<file path="src/rtl/uart_pkg.sv">
// rtl/uart_pkg.sv - shared UART definitions for the transmitter and the future receiver
//
// Purpose: parity encodings, the frame FSM state type and the baud divider
// helper. Kept free of transmitter specifics so uart_rx can reuse it.
// Ports: none (package).

package uart_pkg;

  localparam int PAR_NONE = 0;
  localparam int PAR_ODD  = 1;
  localparam int PAR_EVEN = 2;

  typedef enum logic [2:0] {
    ST_IDLE   = 3'd0,
    ST_START  = 3'd1,
    ST_DATA   = 3'd2,
    ST_PARITY = 3'd3,
    ST_STOP   = 3'd4
  } uart_state_e;

  // Clock cycles per bit; truncating division.
  function automatic int baud_div(input int clk_freq, input int baud_rate);
    return clk_freq / baud_rate;
  endfunction

endpackage

</file>
<file path="src/rtl/sync_fifo.sv">
// rtl/sync_fifo.sv - single-clock FIFO with show-ahead read and occupancy output
//
// Purpose: buffers words between a producer and a consumer in one clock
// domain. rd_data_o always presents the oldest entry while not empty.
// Ports:
//   clk_i      clock
//   rst_i      synchronous active-high reset, empties the FIFO
//   wr_en_i    write request, ignored when full
//   wr_data_i  write word
//   rd_en_i    read (pop) request, ignored when empty
//   rd_data_o  oldest word
//   full_o     no free entries
//   empty_o    no stored entries
//   level_o    number of stored entries

module sync_fifo #(
  parameter int WIDTH = 8,
  parameter int DEPTH = 16
) (
  input  logic                     clk_i,
  input  logic                     rst_i,
  input  logic                     wr_en_i,
  input  logic [WIDTH-1:0]         wr_data_i,
  input  logic                     rd_en_i,
  output logic [WIDTH-1:0]         rd_data_o,
  output logic                     full_o,
  output logic                     empty_o,
  output logic [$clog2(DEPTH):0]   level_o
);

  localparam int AW = $clog2(DEPTH);
  localparam int LW = AW + 1;

  logic [WIDTH-1:0] mem_q [DEPTH];
  logic [AW-1:0]    wr_ptr_q, wr_ptr_d;
  logic [AW-1:0]    rd_ptr_q, rd_ptr_d;
  logic [LW-1:0]    level_q, level_d;
  logic             do_wr, do_rd;

  assign full_o    = (level_q == LW'(DEPTH));
  assign empty_o   = (level_q == '0);
  assign level_o   = level_q;
  assign rd_data_o = mem_q[rd_ptr_q];

  assign do_wr = wr_en_i && !full_o;
  assign do_rd = rd_en_i && !empty_o;

  // DEPTH is a power of two, so pointers wrap naturally.
  always_comb begin
    wr_ptr_d = wr_ptr_q;
    rd_ptr_d = rd_ptr_q;
    level_d  = level_q;
    if (do_wr) wr_ptr_d = wr_ptr_q + AW'(1);
    if (do_rd) rd_ptr_d = rd_ptr_q + AW'(1);
    if (do_wr && !do_rd) level_d = level_q + LW'(1);
    else if (do_rd && !do_wr) level_d = level_q - LW'(1);
  end

  always_ff @(posedge clk_i) begin
    if (rst_i) begin
      wr_ptr_q <= '0;
      rd_ptr_q <= '0;
      level_q  <= '0;
    end else begin
      wr_ptr_q <= wr_ptr_d;
      rd_ptr_q <= rd_ptr_d;
      level_q  <= level_d;
    end
  end

  always_ff @(posedge clk_i) begin
    if (do_wr) mem_q[wr_ptr_q] <= wr_data_i;
  end

endmodule

</file>
<file path="src/rtl/uart_tx_stream.sv">
// rtl/uart_tx_stream.sv - buffered UART transmitter with valid/ready word input
//
// Purpose: accepts words into a FIFO and sends them as back-to-back UART
// frames (start, DATA_BITS LSB first, optional parity, STOP_BITS stop).
// Ports:
//   sclk        system clock
//   s_rst       synchronous active-high reset
//   in_data     word to send
//   in_valid    in_data valid
//   in_ready    FIFO can accept a word
//   rs232_tx    registered serial line, idles high
//   busy        frame in progress or words pending
//   fifo_level  FIFO occupancy

module uart_tx_stream
  import uart_pkg::*;
#(
  parameter int CLK_FREQ   = 50_000_000,
  parameter int BAUD_RATE  = 9600,
  parameter int DATA_BITS  = 8,
  parameter int PARITY     = 0,
  parameter int STOP_BITS  = 1,
  parameter int FIFO_DEPTH = 16
) (
  input  logic                          sclk,
  input  logic                          s_rst,
  input  logic [DATA_BITS-1:0]          in_data,
  input  logic                          in_valid,
  output logic                          in_ready,
  output logic                          rs232_tx,
  output logic                          busy,
  output logic [$clog2(FIFO_DEPTH):0]   fifo_level
);

  localparam int BAUD_DIV = baud_div(CLK_FREQ, BAUD_RATE);
  localparam int CW       = $clog2(BAUD_DIV);
  localparam logic [CW-1:0] BAUD_LAST = CW'(BAUD_DIV - 1);
  localparam logic [3:0]    DATA_LAST = 4'(DATA_BITS - 1);
  localparam logic [3:0]    STOP_LAST = 4'(STOP_BITS - 1);
  localparam logic          PAR_INV   = (PARITY == PAR_ODD);

  uart_state_e          state_q, state_d;
  logic [CW-1:0]        baud_q, baud_d;
  logic [3:0]           bit_q, bit_d;
  logic [DATA_BITS-1:0] shift_q, shift_d;
  logic                 par_q, par_d;
  logic                 tx_q, tx_d;

  logic                 pop;
  logic                 bit_end;
  logic                 fifo_full, fifo_empty;
  logic [DATA_BITS-1:0] fifo_rd_data;

  sync_fifo #(
    .WIDTH (DATA_BITS),
    .DEPTH (FIFO_DEPTH)
  ) u_fifo (
    .clk_i     (sclk),
    .rst_i     (s_rst),
    .wr_en_i   (in_valid),
    .wr_data_i (in_data),
    .rd_en_i   (pop),
    .rd_data_o (fifo_rd_data),
    .full_o    (fifo_full),
    .empty_o   (fifo_empty),
    .level_o   (fifo_level)
  );

  assign in_ready = !fifo_full;
  assign rs232_tx = tx_q;
  assign busy     = (state_q != ST_IDLE) || (fifo_level != '0);
  assign bit_end  = (baud_q == BAUD_LAST);

  always_comb begin
    state_d = state_q;
    bit_d   = bit_q;
    shift_d = shift_q;
    par_d   = par_q;
    pop     = 1'b0;
    // Counter restarts at every bit boundary, which covers every state entry.
    if (state_q == ST_IDLE || bit_end) baud_d = '0;
    else                               baud_d = baud_q + CW'(1);

    case (state_q)
      ST_IDLE: begin
        if (!fifo_empty) begin
          pop     = 1'b1;
          state_d = ST_START;
          shift_d = fifo_rd_data;
          par_d   = (^fifo_rd_data) ^ PAR_INV;
        end
      end
      ST_START: begin
        if (bit_end) begin
          state_d = ST_DATA;
          bit_d   = '0;
        end
      end
      ST_DATA: begin
        if (bit_end) begin
          shift_d = shift_q >> 1;
          if (bit_q == DATA_LAST) begin
            state_d = (PARITY != PAR_NONE) ? ST_PARITY : ST_STOP;
            bit_d   = '0;
          end else begin
            bit_d = bit_q + 4'd1;
          end
        end
      end
      ST_PARITY: begin
        if (bit_end) begin
          state_d = ST_STOP;
          bit_d   = '0;
        end
      end
      ST_STOP: begin
        if (bit_end) begin
          if (bit_q == STOP_LAST) begin
            bit_d = '0;
            // Chain straight into the next frame so there is no idle gap.
            if (!fifo_empty) begin
              pop     = 1'b1;
              state_d = ST_START;
              shift_d = fifo_rd_data;
              par_d   = (^fifo_rd_data) ^ PAR_INV;
            end else begin
              state_d = ST_IDLE;
            end
          end else begin
            bit_d = bit_q + 4'd1;
          end
        end
      end
      default: state_d = ST_IDLE;
    endcase

    // Line level follows the state being entered so the output register
    // changes on the same edge as the state.
    case (state_d)
      ST_START:  tx_d = 1'b0;
      ST_DATA:   tx_d = shift_d[0];
      ST_PARITY: tx_d = par_d;
      default:   tx_d = 1'b1;
    endcase
  end

  always_ff @(posedge sclk) begin
    if (s_rst) begin
      state_q <= ST_IDLE;
      baud_q  <= '0;
      bit_q   <= '0;
      shift_q <= '0;
      par_q   <= 1'b0;
      tx_q    <= 1'b1;
    end else begin
      state_q <= state_d;
      baud_q  <= baud_d;
      bit_q   <= bit_d;
      shift_q <= shift_d;
      par_q   <= par_d;
      tx_q    <= tx_d;
    end
  end

endmodule

</file>
<file path="config.mk">
export PLATFORM = sky130hd
export DESIGN_NAME = uart_tx_stream
export DESIGN_NICKNAME = d
export VERILOG_FILES = /design/src/rtl/uart_pkg.sv /design/src/rtl/sync_fifo.sv /design/src/rtl/uart_tx_stream.sv
export SDC_FILE = /design/constraint.sdc
export NUM_CORES = 1
export LEC_CHECK = 0
export ABC_AREA = 1
export CAP_MARGIN = 40
export CORE_MARGIN = 1
export CORE_UTILIZATION = 58
export DETAILED_ROUTE_END_ITERATION = 12
export GPL_TIMING_DRIVEN = 0
export PLACE_DENSITY = 0.75
export SYNTH_ARGS = -nofsm -noshare
export SYNTH_HDL_FRONTEND = slang
export SYNTH_SLANG_ARGS = --single-unit
</file>
<file path="constraint.sdc">
create_clock -name sclk -period 4.1 [get_ports sclk]
set_clock_uncertainty 0.2 [all_clocks]
set_input_delay 0.82 -clock sclk [delete_from_list [all_inputs] [get_ports sclk]]
set_output_delay 0.82 -clock sclk [all_outputs]
set_load 0.005 [all_outputs]
</file>
# Word level (Yosys, flattened, before mapping)
# Memory sizes are Yosys's and may differ from the RTL's. A register that Yosys moved wholly into a read port is not among the register bits.
# Index checks and enable logic that the tools add are counted.
totals:
  n_memories: 1
  wordCells: 89
  output_inout_bits: 8
  inputBits: 11
  ramBits: 128
  register_bits: 43
op_classes:
  n_mux: 35
  eq_ne: 14
  n_reduce_logical: 23
  addsub: 6
memory_table:
  columns: ["memory", "words", "width", "read_ports", "rd_clocked_by_memory_dff", "wr", "line", "text"]
  rows:
  - ["u_fifo.mem_q", 16, 8, 1, 1, 1, "sync_fifo.sv:34", "logic [WIDTH-1:0] mem_q [DEPTH];"]
op_table:
  columns: ["cell", "count"]
  rows:
  - ["$mux 8", 4]
  - ["$mux 4", 7]
  - ["$pmux 8 s3", 1]
  - ["$mux 3", 7]
  - ["$pmux 3 s5", 1]
  - ["$add 13x1->13 const B", 1]
  - ["$eq 13x13->1 const B", 1]
  - ["$add 4x1->4 const B", 3]
  - ["$eq 3x2->1 const B", 4]
  - ["$pmux 4 s3", 1]
  - ["$mux 5", 2]
  - ["$mux 1", 9]
  - ["$reduce_bool 3->1", 3]
  - ["$reduce_and 4->1", 2]
  - ["$reduce_xor 8->1", 1]
  - ["$eq 3x1->1 const B", 2]
  - ["$ne 2x2->1 const B", 3]
  - ["$add 5x1->5 const B", 1]
  - ["$eq 5x5->1 const B", 1]
  - ["$logic_not 5->1", 1]
  - ["$reduce_bool 5->1", 1]
  - ["$sub 5x1->5 const B", 1]
  - ["$eq 4x3->1 const B", 1]
  - ["$logic_and 1x1->1", 4]
  - ["other kinds (10)", 16]

# Logic depth before layout (Yosys ltp)
depth:
  word_depth: 9
  depth_mapped: 21
  mapped_depth_nobuf: 21

# Cells and area by module
# From an unflattened synthesis, not the netlist that was laid out.
unflattened:
  cells_unflattened: 953
  hier_area_um2: 8326.7
by_module_without_submodules:
  columns: ["mod", "n_inst", "area_each_um2", "cells_per_inst", "seq_area_each_um2"]
  rows:
  - ["sync_fifo", 1, 6458.7, 657, 4184.0]
  - ["uart_tx_stream", 1, 1868.0, 296, 600.6]

# Worst setup path before layout
# No wires, ideal clock.
synth_timing:
  path_kind: "flip-flop to flip-flop"
  start: "register baud_q[0]"
  end: "register u_fifo.level_q[4] (netlist: u_fifo.level_o[4])"
  path_buffers: 0
  stages_incl_launch_ff: 20
  period_less_slack_ns: 3.055
  required_ns: 3.764
  arrival_ns: 2.720
  setup_slack_ns: 1.045
  setup_ns: 0.136
  path_cell_list: "dfxtp_1 -> ha_1 -> nand2_1 -> nor4_2 -> nand2_2 -> inv_2 -> a21oi_2 -> nor2_4 -> inv_2 -> nor2_4 -> inv_2 -> ha_1 -> inv_1 -> ha_1 -> nand2_1 -> nor2_1 -> a211oi_1 -> nor2_1 -> nor3_1 -> nor3_1"
synth_between:
  elab_chain_len: 7
  elab_cells_between_ends: 9
  cone_classes: "eq/ne (1); mux (3); reduce/logical (5)"
synth_rtl:
  columns: ["element", "line", "text"]
  rows:
  - ["start: declaration", "uart_tx_stream.sv:43", "logic [CW-1:0] baud_q, baud_d;"]
  - ["start signal: assignment", "uart_tx_stream.sv:157", "baud_q <= baud_d;"]
  - ["$eq 13x13->1 (*)", "uart_tx_stream.sv:72", "assign bit_end = (baud_q == BAUD_LAST);"]
  - ["$mux 1 (*)", "uart_tx_stream.sv:117", "if (bit_end) begin"]
  - ["$pmux 1 s2 (*)", "uart_tx_stream.sv:84", "case (state_q)"]
  - ["$logic_and 1x1->1 (*)", "sync_fifo.sv:46", "assign do_rd = rd_en_i && !empty_o;"]
  - ["$logic_not 1->1", "sync_fifo.sv:55", "if (do_wr && !do_rd) level_d = level_q + LW'(1);"]
  - ["$logic_and 1x1->1", "sync_fifo.sv:55", null]
  - ["$mux 5 / $reduce_bool 2->1 (equally long branches)", null, null]
  - ["end signal: assignment", "sync_fifo.sv:67", "level_q <= level_d;"]
  - ["end: declaration", "sync_fifo.sv:37", "logic [LW-1:0] level_q, level_d;"]
# Every way passes the cells marked *; elsewhere a longest branch is shown, timed or not.
# A chain may end at the register's enable or synchronous reset.

# Final worst setup path
# Same ends and word-level chain as after synthesis.

==> run metrics <==
Area Overhead vs Synth 12.7%; crit path from baud_q[0]$_SDFF_PP0_; CP max FO 9; CP Class flip-flop to flip-flop; Post-synth EDFFs 128; DR pass1 iterations 8; Synth Net Count 872; H-tree levels 4; vias in the first global route 5826; largest net degree at the start of global routing 17; buffer count from post-CTS setup fixing 0; full die area 0.0142 sq mm; DR WL/cell 17.9 um; I/O pins 19; dpl hpwl 13.0 mm; highest clock rate 0.284 GHz; Total GRT Usage 28.8%; core area 0.0133 sq mm; register area share after synthesis 60.1%; Mapped Area 0.00797 sq mm; share of post-route cells with drive strength above 1 9.09%; root buffer cell clkbuf_16; clk_lat worst skew 440 ps; Worst Path Arrival 3600 ps; final WL 19.2 mm; total gr overflow 0; initial core utilization 59.9%; DR vias/cell 5.61; status complete, no violations; antenna violations before repair 0; Resize count post-CTS 0; critical path required time 4190 ps; Final nets 915; global-route wire length before repair 30.3 mm; Worst Setup EP u_fifo.level_o[4]$_SDFFE_PP0P_; # DRC 0; Yosys cell types 37; Reg-to-Reg End u_fifo.level_o[4]$_SDFFE_PP0P_; slowest stage cell on the critical path dfxtp_1; Worst slew margin 37.0%; Clock Tree Buf Depth 2; Final min period 3520 ps; gp weighted congestion 0.867; period utilisation layout 85.7%; final hold vios 0; final setup fails 0; synthesized flop and latch total 175; worst hold path class flip-flop to flip-flop; CP max stage delay 360 ps; Tightest Pin Transition 941 ps; Routed Antenna Nets 0; # port buffers 18; most used cell, CP nand2_1; final slew viol count 0; TritonCTS sink count 175; Placed Cells 1046; Async SR Flop Fraction 0%; number of max-cap violations 0; CTS tree yes; Top FF cell, synth edfxtp_1; Die Span Y 119 um; TNS Setup 0 ps; cell area power density 665 mW/mm^2; VDD IR max 452 uV; Mean Syn Cell Area 9.41 sq um; Cell Chain, Critical Path ha_1 -> nand2_1 -> nor4_2 -> nand2_2 -> inv_2 -> a21oi_2 -> nor2_4 -> inv_2 -> nor2_4 -> inv_2 -> ha_1 -> inv_1 -> ha_1 -> nand2_1 -> nor2_1 -> a211oi_1 -> nand2_1 -> nand2_1 -> nor2_1 -> nor2_1 -> nor3_1; unrepaired setup endpoints after global routing no; reg-to-reg slack, setup 580 ps; Row Count 42; via count 6052; Iter 0 DRT Violations 713; ant diodes 0; Gate Count Post-Synth 847; Critical Path Start Type flip-flop; static leakage 0.00361 uW; synth warn 0; cts bufs inserted 17; CTS Hold Bufs 0; FILL cells 1032; crit end category flip-flop; die width 119 um; RR Startpoint baud_q[0]$_SDFF_PP0_; non-filler cells, final 1078; clock edge transition at the registers on the reported setup and hold paths 60 ps; R2R depth 21
[per-stage QoR]
| step | hold slack (ps) | util, % | power [uW] | worst slack (ps) | cell area, sq um |
|---|---|---|---|---|---|
| 2_1_floorplan | 218 | - | 3710 | 1040 | 7970 |
| 3_3_place_gp | 227 | 62.9 | 4270 | 757 | 8370 |
| 3_5_place_dp | 243 | 63.2 | 4360 | 595 | 8400 |
| 4_1_cts | 256 | 67.5 | 5920 | 567 | 8970 |
| 5_1_grt | 286 | 67.5 | 6280 | 273 | 8980 |
| 6_report | 254 | 67.5 | 5970 | 585 | 8980 |
[area by class of cell]
| type | count | area [sq um] | area share [%] |
|---|---|---|---|
| clock buffers | 18 | 429 | 4.78 |
| clock inverters | 13 | 138 | 1.53 |
| plain buffers | 29 | 194 | 2.16 |
| inverters | 101 | 379 | 4.22 |
| repair buffers | 24 | 225 | 2.51 |
| flip-flops and latches | 175 | 4780 | 53.3 |
| well taps | 176 | 220 | 2.45 |
| multi-input cells | 542 | 2610 | 29.1 |
[logic make-up (layout without fill, tap and decap cells)]
kind of cell | Yosys count | in the layout | share of synthesized area (%)
AND/OR/NAND/NOR | 451 | 451 | 24.1
AO/OA/AOI/OAI | 69 | 69 | 5.50
adder cells (fa/ha/maj) | 14 | 14 | 2.29
buffers and inverters | 130 | 185 | 7.19
XOR/XNOR | 8 | 8 | 0.880
flip-flops | 175 | 175 | 60.1
[worst min-delay path by stage]
| stage | slack, ps | cells after the start | endpoint | start |
|---|---|---|---|---|
| after detailed placement | 240 | 1 | baud_q[0]$_SDFF_PP0_ | baud_q[0]$_SDFF_PP0_ |
| after CTS | 260 | 1 | baud_q[0]$_SDFF_PP0_ | baud_q[0]$_SDFF_PP0_ |
| after floorplan | 220 | 1 | baud_q[0]$_SDFF_PP0_ | baud_q[0]$_SDFF_PP0_ |
| after global routing | 290 | 1 | baud_q[0]$_SDFF_PP0_ | baud_q[0]$_SDFF_PP0_ |
| after global placement | 230 | 1 | baud_q[0]$_SDFF_PP0_ | baud_q[0]$_SDFF_PP0_ |
| final | 250 | 1 | baud_q[0]$_SDFF_PP0_ | baud_q[0]$_SDFF_PP0_ |
[power by group]
group | total [uW] | internal [uW] | switching (uW)
sequential | 2120 | 2030 | 86.5
clock | 1580 | 895 | 684
combinational | 2280 | 784 | 1490
[Yosys cell counts (2+ instances only)]
cell      number  share of area, %
a211oi_1       6              0.57
a21oi_1       23               1.4
a21oi_2        3              0.33
a22oi_1        7              0.66
buf_2         14              0.88
buf_6          9               1.3
clkbuf_1       5              0.24
dfxtp_1       47                12
edfxtp_1     128                48
ha_1          13               2.0
inv_1         94               4.4
inv_2          7              0.33
nand2_1      255                12
nand2_2        5              0.39
nand3_1       78               4.9
nand4_1        3              0.24
nor2_1        80               3.8
nor2_4         2              0.28
nor3_1        11              0.69
nor3b_1        4              0.38
nor3b_2        3              0.47
nor4_1         3              0.24
nor4_2         2              0.31
o211ai_1       8              0.75
o21a_1         3              0.28
o21ai_0        8              0.50
o21ai_1        8              0.50
or2_1          2              0.16
or2_2          2              0.16
xnor2_1        3              0.33
xor2_1         5              0.55
[registers in the layout, indices dropped and copies added (netlist names), 3 cells and up, named ones only]
signal	flops
u_fifo.mem_q	128
baud_q	13
shift_q	8
u_fifo.level_o	5
bit_q	4
u_fifo.rd_ptr_q	4
u_fifo.wr_ptr_q	4
state_q	3
[per-layer routing]
| metal | vias up | share of wire [%] | track usage [%] | wire length [um] |
|---|---|---|---|---|
| met4 | 0 | 2.7 | 12.7 | 511 |
| met3 | 53 | 10 | 5.17 | 1950 |
| met1 | 2800 | 41 | 39.1 | 7800 |
| li1 | 2874 | - | - | - |
| met2 | 325 | 47 | 45.6 | 8990 |
| met5 | - | 0 | 0 | 0 |
[placed cells by master, fill, tap and decap left out, types with 4 or more instances in the layout]
cell type,synthesis,final
buf_6,9,9
nor3b_1,4,4
a21oi_1,23,23
inv_1,94,94
inv_2,7,7
nand2_2,5,5
edfxtp_1,128,128
ha_1,13,13
xor2_1,5,5
o21ai_1,8,8
nor2_1,80,80
buf_4,0,6
a211oi_1,6,6
dfxtp_1,47,47
nand3_1,78,78
clkbuf_1,5,6
nand2_1,255,255
nor3_1,11,11
o21ai_0,8,8
a22oi_1,7,7
o211ai_1,8,8
clkbuf_16,0,17
buf_2,14,14
clkdlybuf4s50_1,0,18
[critical path: cells and delay by family (launching register included)]
| kind | cells | cell delay, ps |
|---|---|---|
| buffers and inverters | 4 | 400 |
| and+or+nand+nor | 12 | 1380 |
| adders and majority gates | 3 | 720 |
| DFF | 1 | 360 |
| AOI/OAI and AO/OA | 2 | 310 |
Note: power is estimated with default switching activity, not from simulation.
